===== config.mk =====
export PLATFORM = sky130hd
export DESIGN_NAME = mem_port_arbiter
export DESIGN_NICKNAME = d
export VERILOG_FILES = /design/src/rtl/mem_port_arbiter_pkg.sv /design/src/rtl/rr_picker.sv /design/src/rtl/mem_port_arbiter.sv
export SDC_FILE = /design/constraint.sdc
export NUM_CORES = 1
export LEC_CHECK = 0
export CORE_ASPECT_RATIO = 1.5
export CORE_MARGIN = 8
export CORE_UTILIZATION = 39
export CTS_CLUSTER_DIAMETER = 120
export CTS_CLUSTER_SIZE = 10
export DETAILED_ROUTE_END_ITERATION = 10
export PLACE_DENSITY = 0.95
export SYNTH_ARGS = -nofsm -noshare
export SYNTH_HDL_FRONTEND = slang
export SYNTH_HIERARCHICAL = 1
export SYNTH_SLANG_ARGS = --single-unit

===== constraint.sdc =====
create_clock -name clk -period 11 [get_ports clk]
set_input_delay 1.1 -clock clk [delete_from_list [all_inputs] [get_ports clk]]
set_output_delay 1.1 -clock clk [all_outputs]
set_load 0.01 [all_outputs]

===== src/rtl/mem_port_arbiter_pkg.sv =====
// Shared memory geometry and arbiter state encodings used by the memory-port
// arbiter and, later, the I/O bus arbiter.
package mem_port_arbiter_pkg;

   localparam int MEM_WIDTH = 16;
   localparam int ADDR_SIZE = 16;
   localparam int MEM_DEPTH = 1 << ADDR_SIZE;

   typedef enum logic [1:0] {
      IDLE = 2'd0,
      CMD  = 2'd1,
      RESP = 2'd2
   } arb_state_t;

   // A one-requester arbiter still needs a 1-bit pointer to stay a legal vector.
   function automatic int ptr_width(input int n);
      return (n > 1) ? $clog2(n) : 1;
   endfunction

endpackage


===== src/rtl/rr_picker.sv =====
// Combinational round-robin picker: first set request at or after ptr,
// wrapping modulo N. Returns the winner as one-hot and as an index.
module rr_picker
   import mem_port_arbiter_pkg::*;
#(
   parameter int N = 3,
   localparam int PW = ptr_width(N)
) (
   input  logic [N-1:0]  req,
   input  logic [PW-1:0] ptr,
   output logic [N-1:0]  winner,
   output logic [PW-1:0] idx
);

   // Rank each requester by its circular distance from ptr; the nearest set
   // request wins. A best distance of N means nothing was requesting.
   always_comb begin
      int best;
      int best_d;
      int d;
      best   = 0;
      best_d = N;
      d      = 0;
      winner = '0;
      for (int i = 0; i < N; i++) begin
         d = (i >= int'(ptr)) ? (i - int'(ptr)) : (i + N - int'(ptr));
         if (req[i] && (d < best_d)) begin
            best_d = d;
            best   = i;
         end
      end
      for (int i = 0; i < N; i++) begin
         winner[i] = (best_d < N) && (best == i);
      end
      idx = PW'(best);
   end

endmodule


===== src/rtl/mem_port_arbiter.sv =====
// Round-robin arbiter sharing one memory port between NUM_REQ requesters
// with a req/gnt/done handshake; one access every two cycles.
module mem_port_arbiter
   import mem_port_arbiter_pkg::*;
#(
   parameter int NUM_REQ = 3,
   parameter int ADDR_W  = ADDR_SIZE,
   parameter int DATA_W  = MEM_WIDTH
) (
   input  logic                      clk,
   input  logic                      reset,
   input  logic [NUM_REQ-1:0]        req,
   input  logic [NUM_REQ-1:0]        we,
   input  logic [NUM_REQ*ADDR_W-1:0] addr,
   input  logic [NUM_REQ*DATA_W-1:0] wdata,
   output logic [NUM_REQ-1:0]        gnt,
   output logic [NUM_REQ-1:0]        done,
   output logic [DATA_W-1:0]         rdata,
   output logic [ADDR_W-1:0]         mem_addr,
   output logic [DATA_W-1:0]         mem_wdata,
   output logic                      mem_write,
   output logic                      mem_read,
   input  logic [DATA_W-1:0]         mem_rdata
);

   localparam int PW = ptr_width(NUM_REQ);

   arb_state_t          state;
   logic [PW-1:0]       rr_ptr;
   logic [NUM_REQ-1:0]  win;
   logic [PW-1:0]       win_idx;
   logic [PW-1:0]       next_ptr;
   logic [ADDR_W-1:0]   sel_addr;
   logic [DATA_W-1:0]   sel_wdata;
   logic                sel_we;

   rr_picker #(.N(NUM_REQ)) u_picker (
      .req    (req),
      .ptr    (rr_ptr),
      .winner (win),
      .idx    (win_idx)
   );

   // Select the winner's payload with a one-hot mux so no index arithmetic
   // depends on NUM_REQ being a power of two.
   always_comb begin
      sel_addr  = '0;
      sel_wdata = '0;
      sel_we    = 1'b0;
      for (int i = 0; i < NUM_REQ; i++) begin
         if (win[i]) begin
            sel_addr  = addr[i*ADDR_W +: ADDR_W];
            sel_wdata = wdata[i*DATA_W +: DATA_W];
            sel_we    = we[i];
         end
      end
      next_ptr = (win_idx == PW'(NUM_REQ - 1)) ? '0 : (win_idx + 1'b1);
   end

   assign rdata = mem_rdata;

   // Requests are only looked at in IDLE and RESP; the grant moves to done on
   // the CMD edge, when the memory itself samples the strobes. mem_addr and
   // mem_wdata are left holding after the access since the strobes gate them.
   always_ff @(posedge clk) begin
      if (reset) begin
         state     <= IDLE;
         rr_ptr    <= '0;
         gnt       <= '0;
         done      <= '0;
         mem_addr  <= '0;
         mem_wdata <= '0;
         mem_write <= 1'b0;
         mem_read  <= 1'b0;
      end else begin
         case (state)
            IDLE, RESP: begin
               done <= '0;
               if (|req) begin
                  gnt       <= win;
                  mem_addr  <= sel_addr;
                  mem_wdata <= sel_wdata;
                  mem_write <= sel_we;
                  mem_read  <= ~sel_we;
                  rr_ptr    <= next_ptr;
                  state     <= CMD;
               end else begin
                  state <= IDLE;
               end
            end
            CMD: begin
               gnt       <= '0;
               mem_write <= 1'b0;
               mem_read  <= 1'b0;
               done      <= gnt;
               state     <= RESP;
            end
            default: begin
               state <= IDLE;
            end
         endcase
      end
   end

endmodule

==> results_tabular.tex <==
\begin{tabular}{lr}
\hline
Metric & Value \\
\hline
\multicolumn{2}{l}{\textbf{Status}} \\
\quad Run status & complete, no violations \\
\multicolumn{2}{l}{\textbf{Clocking}} \\
\quad CTS Hold Bufs & 0 \\
\quad Clock root cell & clkbuf\_8 \\
\quad Clk sink count & 44 \\
\quad Maximum clock path buffer count & 2 \\
\quad Clk pin slew, worst setup/hold paths & 0.08 ns \\
\quad Buffers inserted during post-CTS setup optimization & 0 \\
\quad CTS tree & yes \\
\quad Total number of H-tree levels & 2 \\
\quad CTS Buf Count & 5 \\
\quad Post-CTS resize count & 0 \\
\quad Worst-skew pair later-pin latency & 0.30 ns \\
\multicolumn{2}{l}{\textbf{Timing}} \\
\quad Max Freq & 184 MHz \\
\quad Tightest Pin Transition & 1.34 ns \\
\quad Max Clock Skew & 0.00674 ns \\
\quad Max-slew headroom & 10.5\% \\
\quad Max-slew violation count & 0 \\
\quad Final Hold Violating Endpoints & 0 \\
\quad Unrepaired setup endpoints after global routing & no \\
\quad Share of the clock period used by the worst path after layout & 49.5\% \\
\quad Total negative slack for setup checks & 0 ns \\
\quad \# setup viols final & 0 \\
\quad Final critical path time including I/O delays and setup & 5.45 ns \\
\multicolumn{2}{l}{\textbf{Worst setup path}} \\
\quad Reg2Reg Capture Point & mem\_addr[14] \\
\quad Reg-to-reg setup timing slack & 6.09 ns \\
\quad Number of cell instances on the worst register-to-register path & 16 \\
\quad Delay of the slowest cell on the worst path & 0.80 ns \\
\quad Type of element capturing the critical path & flop \\
\quad Timing endpoint of the critical path & mem\_addr[14] \\
\quad Critical path cell sequence & clkdlybuf4s50\_1, nor2b\_1, ha\_1, nand3b\_1, nor2b\_1, a31oi\_1, mux2\_1, ha\_1, nand3\_1, a31oi\_1, a21oi\_2, a21oi\_4, nor2b\_2, a221o\_1, a32o\_1 \\
\quad Highest fanout seen on the critical path & 37 \\
\quad Critical path type & in2reg \\
\quad Critical path data arrival time & 5.64 ns \\
\quad Slowest stage cell, crit path & a21oi\_4 \\
\quad FF-to-FF Start & rr\_ptr[1] \\
\quad Critical Path Start Type & input pin \\
\quad Required time reported for the critical path endpoint & 11.19 ns \\
\quad Startpoint of the most critical setup path & req[0] \\
\multicolumn{2}{l}{\textbf{Synthesis}} \\
\quad Distinct cells, synth & 42 \\
\quad Sequential share of the synthesized area & 33.9\% \\
\quad Synthesized netlist cell count & 264 \\
\quad Synthesis warning total & 6 \\
\quad Area of the mapped netlist & 2600 um2 \\
\quad Avg Synthesized Cell Area & 9.84 um2 \\
\quad Number of synthesized register bits & 44 \\
\quad Net Count, Synth & 393 \\
\multicolumn{2}{l}{\textbf{Place}} \\
\quad HPWL after detailed placement & 6930 um \\
\quad Cell total after placement & 445 \\
\quad Weighted congestion at the end of routability-driven global placement & 0.835 \\
\quad Number of buffers added on ports & 143 \\
\multicolumn{2}{l}{\textbf{Final layout}} \\
\quad Multi-input combinational cell area & 1460 um2 \\
\quad Storage cell area & 881 um2 \\
\quad Most frequent cells in the layout & 143 x clkdlybuf4s50\_1, 44 x dfxtp\_1, 34 x nand2b\_1, 31 x a221o\_1, 26 x a32o\_2 \\
\quad Share of cells above drive strength 1 & 12.2\% \\
\quad Layout Cells excl Fill & 453 \\
\quad Inserted Diodes & 0 \\
\quad Area added between synthesis and finish & 53.6\% \\
\quad Final layout net count & 505 \\
\quad Most frequent standard cell in the layout excluding fill and tap cells & clkdlybuf4s50\_1 \\
\quad Share of the core filled with cells in the final layout & 61.5\% \\
\quad Fill cells & 548 \\
\multicolumn{2}{l}{\textbf{Die}} \\
\quad Vertical die dimension & 116 um \\
\quad Effective utilization at floorplan & 40.1\% \\
\quad Number of placement rows & 36 \\
\quad Number of placed I/O pins & 176 \\
\quad Overall die area & 9590 um2 \\
\quad Placeable core region & 6490 um2 \\
\quad Width of the die & 82.7 um \\
\multicolumn{2}{l}{\textbf{Routing}} \\
\quad Vias after detailed routing & 2,622 \\
\quad Final WL & 9080 um \\
\quad Final routed wire length divided by cell count & 20.0 um \\
\quad Avg Vias per Cell & 5.79 \\
\quad Post-detailed-route DRC marker count & 0 \\
\quad Iteration-0 DRC count of the detailed router & 194 \\
\quad Routed Antenna Nets & 0 \\
\quad Iteration count of the initial detailed-routing pass & 4 \\
\multicolumn{2}{l}{\textbf{Power}} \\
\quad Cell Pwr Density & 127 nW/um2 \\
\quad Leakage component of the power & 1.53 nW \\
\quad Worst IR Drop VDD & 0.0000721 V \\
\multicolumn{2}{l}{\textbf{Job}} \\
\quad \# Max-Cap Violations & 0 \\
\multicolumn{2}{l}{\textbf{Global route}} \\
\quad Global routing met1 resource utilization & 19.4\% \\
\quad Met3 usage & 3.34\% \\
\quad Wire length of the first global-routing pass & 13,200 um \\
\quad Pin count of the biggest net entering global routing & 68 \\
\quad Tot GR Track Use & 17.6\% \\
\quad Global routing met2 resource utilization & 30.9\% \\
\quad Total congestion overflow after global routing & 0 \\
\quad GR peak layer & met2 \\
\quad Number of antenna violations at the first check in global routing & 0 \\
\quad Via count of the first global-routing pass & 2,581 \\
\multicolumn{2}{l}{\textbf{Hold path}} \\
\quad Class of the most critical hold timing path & reg2reg \\
\hline
\end{tabular}
-- how the worst min path moves through the flow --
stage | end | depth (start not counted) | from
6_report | mem_addr[11] | 1 | mem_addr[11]
3_3_place_gp | mem_wdata[14] | 1 | mem_wdata[14]
5_1_grt | mem_addr[11] | 1 | mem_addr[11]
4_1_cts | mem_wdata[0] | 1 | mem_wdata[0]
3_5_place_dp | mem_wdata[0] | 1 | mem_wdata[0]
2_1_floorplan | rr_ptr[0] | 2 | rr_ptr[0]
-- power by group --
| group | switching [mW] | total, mW | internal, mW |
|---|---|---|---|
| clock | 0.0541 | 0.105 | 0.0511 |
| combinational | 0.0901 | 0.211 | 0.121 |
| sequential | 0.0127 | 0.192 | 0.179 |
-- critical path, delay by kind of cell --
family          cells  cell delay [ns]
compound gates      6             2.07
fa+ha+maj           2             0.47
simple gates        5             1.03
mux                 1             0.37
buf+inv             1             0.58
-- Yosys cell counts --
cell	count	area share [%]
dfxtp_1	44	34
nand2b_1	34	8.2
a221o_1	31	12
a32o_2	26	11
buf_4	18	5.2
a21oi_1	10	1.9
clkbuf_1	9	1.3
ha_1	9	4.3
buf_2	8	1.5
nor2_1	8	1.2
a32o_1	6	2.3
inv_1	6	0.87
nand3_1	6	1.2
nand2_1	5	0.72
nand3b_1	4	1.2
nor2b_1	4	0.96
o21ai_0	4	0.77
buf_6	3	1.3
mux2i_1	3	1.2
o211ai_1	3	0.87
a31oi_1	2	0.48
a211oi_1	1	0.29
a21oi_2	1	0.34
a21oi_4	1	0.63
and2_1	1	0.24
and2b_4	1	0.39
and4b_1	1	0.39
and4bb_4	1	0.63
conb_1	1	0.14
inv_2	1	0.14
mux2_1	1	0.43
mux2_2	1	0.43
nand4_1	1	0.24
nor2b_4	1	0.53
nor3_4	1	0.63
o21ai_1	1	0.19
o21ai_2	1	0.34
o22ai_1	1	0.24
o2bb2ai_1	1	0.34
or3_1	1	0.24
or3_4	1	0.43
or4_1	1	0.29
-- flip-flops by register name, indices dropped and copies added, names as in the netlist --
signal and flops:
gnt 3, mem_addr 16, mem_wdata 16, done 3
mem_read 1, mem_write 1, rr_ptr 2, state 2
-- per-stage QoR --
stage          total power, mW  hold slack (ns)  cell area, um2  setup slack (ns)
2_1_floorplan            0.317            0.500            2600              6.85
3_3_place_gp             0.401            0.447            3900              5.45
3_5_place_dp             0.408            0.455            3900              5.29
4_1_cts                  0.515            0.474            3990              5.59
5_1_grt                  0.537            0.483            3990              5.22
6_report                 0.509            0.470            3990              5.55
-- cells by family (layout without fill, tap and decap cells) --
group | Yosys count | after routing | share of synthesized area, %
AO/OA/AOI/OAI | 89 | 89 | 31.9
AND/OR/NAND/NOR | 71 | 71 | 17.3
buffers and inverters | 45 | 158 | 10.4
flip-flops | 44 | 44 | 33.9
adder cells (fa/ha/maj) | 9 | 9 | 4.33
multiplexers | 5 | 5 | 2.02
other | 1 | 1 | 0.144
-- final cells by class --
class,count,area share [%]
tap,76,2.38
clock inverter,1,0.188
timing repair buffer,143,35.9
multi-input combinational,175,36.7
sequential,44,22.1
clock buffer,7,2.16
inverter,7,0.658
-- per-layer routing --
| layer | share of wire (%) | up-vias |
|---|---|---|
| li1 | - | 1229 |
| met1 | 36 | 1256 |
| met2 | 52 | 109 |
| met3 | 8.2 | 28 |
| met4 | 3.3 | 0 |
| met5 | 0 | - |
No activity file was read; power rests on OpenSTA's default activity.
